==> src/rtl/lfsr_noise_stream.sv <==
// Fibonacci XNOR-LFSR noise word generator with valid/ready output,
// runtime seed load and lock-up recovery.
module lfsr_noise_stream #(
   parameter int unsigned          LFSR_BITS       = 31,
   parameter int unsigned          OUT_BITS        = 16,
   parameter int unsigned          SHIFTS_PER_WORD = 1,
   parameter logic [LFSR_BITS-1:0] SEED            = '0
) (
   input  logic                 clk,
   input  logic                 reset,
   input  logic                 enable,
   input  logic                 seed_load,
   input  logic [LFSR_BITS-1:0] seed_data,
   output logic                 out_valid,
   input  logic                 out_ready,
   output logic [OUT_BITS-1:0]  out_data,
   output logic                 lockup_fix
);

   typedef enum logic {
      RUN,
      PRESENT
   } state_t;

   localparam logic [7:0] K = 8'(SHIFTS_PER_WORD);
   localparam logic [LFSR_BITS-1:0] ONES = '1;

   if (!(LFSR_BITS == 16 || LFSR_BITS == 24 ||
         LFSR_BITS == 31 || LFSR_BITS == 32)) begin : g_bad_n
      $error("LFSR_BITS must be 16, 24, 31 or 32");
   end
   if (OUT_BITS < 1 || OUT_BITS > LFSR_BITS) begin : g_bad_out
      $error("OUT_BITS must be 1..LFSR_BITS");
   end
   if (SHIFTS_PER_WORD < 1 || SHIFTS_PER_WORD > 255) begin : g_bad_k
      $error("SHIFTS_PER_WORD must be 1..255");
   end
   if (SEED == ONES) begin : g_bad_seed
      $error("SEED must not be all-ones");
   end

   logic [LFSR_BITS-1:0] lfsr_q, lfsr_d;
   logic [7:0]           cnt_q, cnt_d;
   state_t               state_q, state_d;
   logic                 valid_q, valid_d;
   logic                 fix_q, fix_d;
   logic                 fb;

   // Tap sets are 1-based register positions; lfsr_q[i-1] holds position i.
   if (LFSR_BITS == 16) begin : g_t16
      assign fb = ~(lfsr_q[15] ^ lfsr_q[14] ^ lfsr_q[12] ^ lfsr_q[3]);
   end else if (LFSR_BITS == 24) begin : g_t24
      assign fb = ~(lfsr_q[23] ^ lfsr_q[22] ^ lfsr_q[21] ^ lfsr_q[16]);
   end else if (LFSR_BITS == 31) begin : g_t31
      assign fb = ~(lfsr_q[30] ^ lfsr_q[27]);
   end else begin : g_t32
      assign fb = ~(lfsr_q[31] ^ lfsr_q[21] ^ lfsr_q[1] ^ lfsr_q[0]);
   end

   logic [LFSR_BITS-1:0] shifted;
   logic [7:0]           cnt_inc;

   always_comb begin
      shifted = {lfsr_q[LFSR_BITS-2:0], fb};
      cnt_inc = cnt_q + 8'd1;
      lfsr_d  = lfsr_q;
      cnt_d   = cnt_q;
      state_d = state_q;
      valid_d = valid_q;
      fix_d   = 1'b0;
      if (seed_load) begin
         cnt_d   = 8'd0;
         state_d = RUN;
         valid_d = 1'b0;
         if (seed_data == ONES) begin
            lfsr_d = SEED;
            fix_d  = 1'b1;
         end else begin
            lfsr_d = seed_data;
         end
      end else if (lfsr_q == ONES) begin
         lfsr_d  = SEED;
         cnt_d   = 8'd0;
         state_d = RUN;
         valid_d = 1'b0;
         fix_d   = 1'b1;
      end else begin
         unique case (state_q)
            RUN: begin
               if (enable) begin
                  lfsr_d = shifted;
                  if (cnt_inc == K) begin
                     cnt_d   = 8'd0;
                     state_d = PRESENT;
                     valid_d = 1'b1;
                  end else begin
                     cnt_d = cnt_inc;
                  end
               end
            end
            PRESENT: begin
               // A held word freezes the register until it is taken.
               if (valid_q && out_ready) begin
                  if (enable) begin
                     lfsr_d = shifted;
                     if (K == 8'd1) begin
                        cnt_d   = 8'd0;
                        state_d = PRESENT;
                        valid_d = 1'b1;
                     end else begin
                        cnt_d   = 8'd1;
                        state_d = RUN;
                        valid_d = 1'b0;
                     end
                  end else begin
                     cnt_d   = 8'd0;
                     state_d = RUN;
                     valid_d = 1'b0;
                  end
               end
            end
            default: begin
               state_d = RUN;
               valid_d = 1'b0;
            end
         endcase
      end
   end

   always_ff @(posedge clk) begin
      if (reset) begin
         lfsr_q  <= SEED;
         cnt_q   <= 8'd0;
         state_q <= RUN;
         valid_q <= 1'b0;
         fix_q   <= 1'b0;
      end else begin
         lfsr_q  <= lfsr_d;
         cnt_q   <= cnt_d;
         state_q <= state_d;
         valid_q <= valid_d;
         fix_q   <= fix_d;
      end
   end

   assign out_data   = lfsr_q[OUT_BITS-1:0];
   assign out_valid  = valid_q;
   assign lockup_fix = fix_q;

endmodule

==> config.mk <==
export PLATFORM = sky130hd
export DESIGN_NAME = lfsr_noise_stream
export DESIGN_NICKNAME = d
export VERILOG_FILES = /design/src/rtl/lfsr_noise_stream.sv
export SDC_FILE = /design/constraint.sdc
export NUM_CORES = 1
export LEC_CHECK = 0
export ABC_AREA = 1
export CORE_ASPECT_RATIO = 1.1
export CORE_UTILIZATION = 47
export DETAILED_ROUTE_END_ITERATION = 6
export PLACE_DENSITY = 0.76
export SLEW_MARGIN = 0
export SYNTH_ARGS = -nofsm -noshare
export SYNTH_HDL_FRONTEND = slang
export SYNTH_SLANG_ARGS = --single-unit
==> constraint.sdc <==
create_clock -name clk -period 1.2 [get_ports clk]
set_input_delay 0.24 -clock clk [delete_from_list [all_inputs] [get_ports clk]]
set_output_delay 0.24 -clock clk [all_outputs]
set_load 0.03 [all_outputs]
==> metrics <==
post-synth net total=between 400 and 500; Placed Area=3890 sq um; outcome=finished with violations; CP Capture Type=flop; internal power=around 2.3 mW; sw frac=0.319; clock power share=0.263; DR DRC count=0; WL final=10,200 microns; crit-path max FO=6; YS warnings=0; vias per cell=between 5 and 6; Max Root-Sink Buffers=2; post-synth cell types=30; initial core utilization=0.499; Critical Path AT=between 1.5 and 2 ns; Rows=28; maximum vdd ir drop=0.544 mV; Slew Limit Fails=0; maxcap violations=0; I/O Buffers=between 50 and 60; die height=82.4 microns; first-pass GRT wire length=14,000 microns; Setup WS pre-CTS=-0.617 ns; normalized max-slew margin=0.748; FF+latch count, synth=42; CTS Sinks=42; share of layout cells above drive strength 1=0.513; htree depth=2; initial antenna violation count=0; Clock Pin Slew Worst Setup and Hold Paths=roughly 0.08 ns; fin util=0.814; logic gate share of total power=0.291; Worst-Skew Late Latency=0.30 ns; final hold vios=0; Final WS setup=-0.323 ns; Post-Syn Instances=419; part of the cycle the worst path needs=1.27; endpoints failing setup=42; crit path kind=reg -> reg; clk_skew=roughly 0.0062 ns; Crit path largest cell delay=roughly 0.39 ns; Core ar.=5540 sq um; Peak Freq=0.657 GHz; Post-Syn Area=2760 sq um; failing checks=negative setup slack; diode count=0; placed cells=604; TritonCTS clock tree=yes; drt pass-1 iters=7; Top cell by count, worst path=nand2_1; sequential share of power=0.445; fin area=around 4500 sq um; vias in the first global route=approximately 3,200; Leak=1.93 nW; Final min period=1.52 ns; DR iter-0 viols=236; Die Area=6180 sq um; DRT antenna net count=0; HP Class=in -> reg; Seq/Total Area, Yosys=0.305; Tightest Pin Transition=0.378 ns; crit path max-delay cell type=dfxtp_2; wire per inst=16.4 microns; largest net degree at the start of global routing=23; I/O Pins=54; average cell area after synthesis=~6.6 sq um; overall power=3.42 mW; crit path launch type=flop; GRT overflow=0; via count=~3,500; Critical Path RT=1.38 ns; Total GRT Usage=0.294; TritonCTS buffer count=5; RSZ-0062 raised after global routing=yes; Sw Pwr=1.09 mW; CP cell instances=nand2_1 -> nor2_1 -> nand2_1 -> nor2_4 -> nand2_4 -> clkbuf_16 -> nand3_1 -> nand2_1 -> nand2_1 -> a21oi_2; nets@finish=586; routability congestion estimate=0.853; area grow syn2layout=63.1%; Final Non-Filler Cells=623; TNS Setup=-8.94 ns; Layout fillers=368; Post-DP HPWL=about 5700 microns; WHS=0.439 ns; pwr dens=about 760 nW/um^2; Root Driver=clkbuf_8; chip width=75.1 microns
==> power groups by stage <==
| stage | Sequential [mW] | Combinational [mW] | Clock [mW] |
|---|---|---|---|
| final | 1.52 | 0.997 | 0.900 |
| after global routing | 1.53 | 1.07 | 0.929 |
| after CTS | 1.51 | 0.918 | 0.887 |
| after detailed placement | 1.54 | 0.903 | 0 |
| after global placement | 1.54 | 0.886 | 0 |
| after floorplan | 1.55 | 0.457 | 0 |
==> metal layers <==
| layer | routed length, microns | global-route usage |
|---|---|---|
| met2 | 5170 | 0.533 |
| met5 | 0 | 0 |
| met1 | 3870 | 0.345 |
| met3 | 621 | 0.0303 |
| met4 | 528 | 0.130 |
==> placed cells by master (no fill, tap or decap), drive strengths merged <==
cell type and instances:
nand2 124, o211ai 5, clkdlybuf4s50 2, a22oi 1
buf 120, ha 2, xnor2 2, nor3 1
clkbuf 9, nor2 38, dlygate4sd2 33, o21ai 11
nand3 88, a211oi 1, inv 23, clkinv 2
a21oi 42, dfxtp 42, nand4 2
==> repair_timing <==
action                                  CTS  global route
endpoints found under the setup margin   44            43
pin swaps                                43            24
cloned                                    5             3
resized for setup                        98            70
buffers inserted                          4             0
hold buffers                              0             0
hold endpoints to repair                  0             0
==> registers in the layout, summed over array words and instances (netlist names) <==
name and cells:
lfsr_q 31, cnt_q 8, lockup_fix 1, out_valid 1
state_q 1
==> worst paths after layout <==
kind | cells past startpoint | endpoint | start | slack, ns
min | 4 | out_valid$_SDFFE_PP0P_ | out_ready | 0.44
min reg2reg | 2 | cnt_q[6]$_SDFFE_PP0P_ | cnt_q[6]$_SDFFE_PP0P_ | 0.50
max | 10 | lfsr_q[12]$_SDFFE_PP0P_ | lfsr_q[8]$_SDFFE_PP0P_ | -0.32
max reg2reg | 10 | lfsr_q[12]$_SDFFE_PP0P_ | lfsr_q[8]$_SDFFE_PP0P_ | -0.32
==> worst max-delay path: cells and delay by family, from the launching register on <==
kind	cells	cell delay [ns]
AND/OR/NAND/NOR	8	0.77
flip-flops	1	0.39
buffers and inverters	1	0.18
AO/OA/AOI/OAI	1	0.05
==> logic make-up after synthesis <==
| group | after synthesis | synth area share |
|---|---|---|
| simple gates | 252 | 0.415 |
| buf+inv | 61 | 0.119 |
| compound gates | 60 | 0.146 |
| flops | 42 | 0.305 |
| xor+xnor | 2 | 0.00635 |
| fa+ha+maj | 2 | 0.00906 |
==> cell type report <==
class | count | area, sq um | share of cell area
Timing Repair inverter | 1 | 8.76 | 0.00194
Timing Repair Buffer | 157 | 1350 | 0.300
Inverter | 24 | 95.1 | 0.0211
Multi-Input combinational cell | 317 | 1990 | 0.442
Sequential cell | 42 | 888 | 0.197
Tap cell | 75 | 93.8 | 0.0208
Clock buffer | 7 | 76.3 | 0.0169
==> synth_stat cells <==
master / number / area [sq um]
a21oi_1: 21 / 105
o21ai_0: 11 / 55.1
nand2_8: 1 / 20.0
xnor2_1: 2 / 17.5
clkinv_1: 1 / 3.75
nor3_1: 1 / 5.00
dfxtp_1: 42 / 841
buf_4: 16 / 120
clkbuf_1: 6 / 22.5
nand4_1: 2 / 12.5
nor2_1: 33 / 124
buf_12: 1 / 20.0
nand2_1: 110 / 413
nor2_4: 1 / 11.3
nand3_1: 88 / 440
a211oi_1: 1 / 7.51
buf_1: 1 / 3.75
a21oi_2: 20 / 175
o211ai_1: 5 / 37.5
buf_2: 12 / 60.1
inv_1: 22 / 82.6
a22oi_1: 1 / 7.51
buf_6: 1 / 11.3
ha_1: 2 / 25.0
nand2_4: 1 / 11.3
a21oi_4: 1 / 16.3
nand2_2: 11 / 68.8
nor2_2: 3 / 18.8
inv_2: 1 / 3.75
nor2_8: 1 / 20.0
No activity file was read; power rests on OpenSTA's default activity.
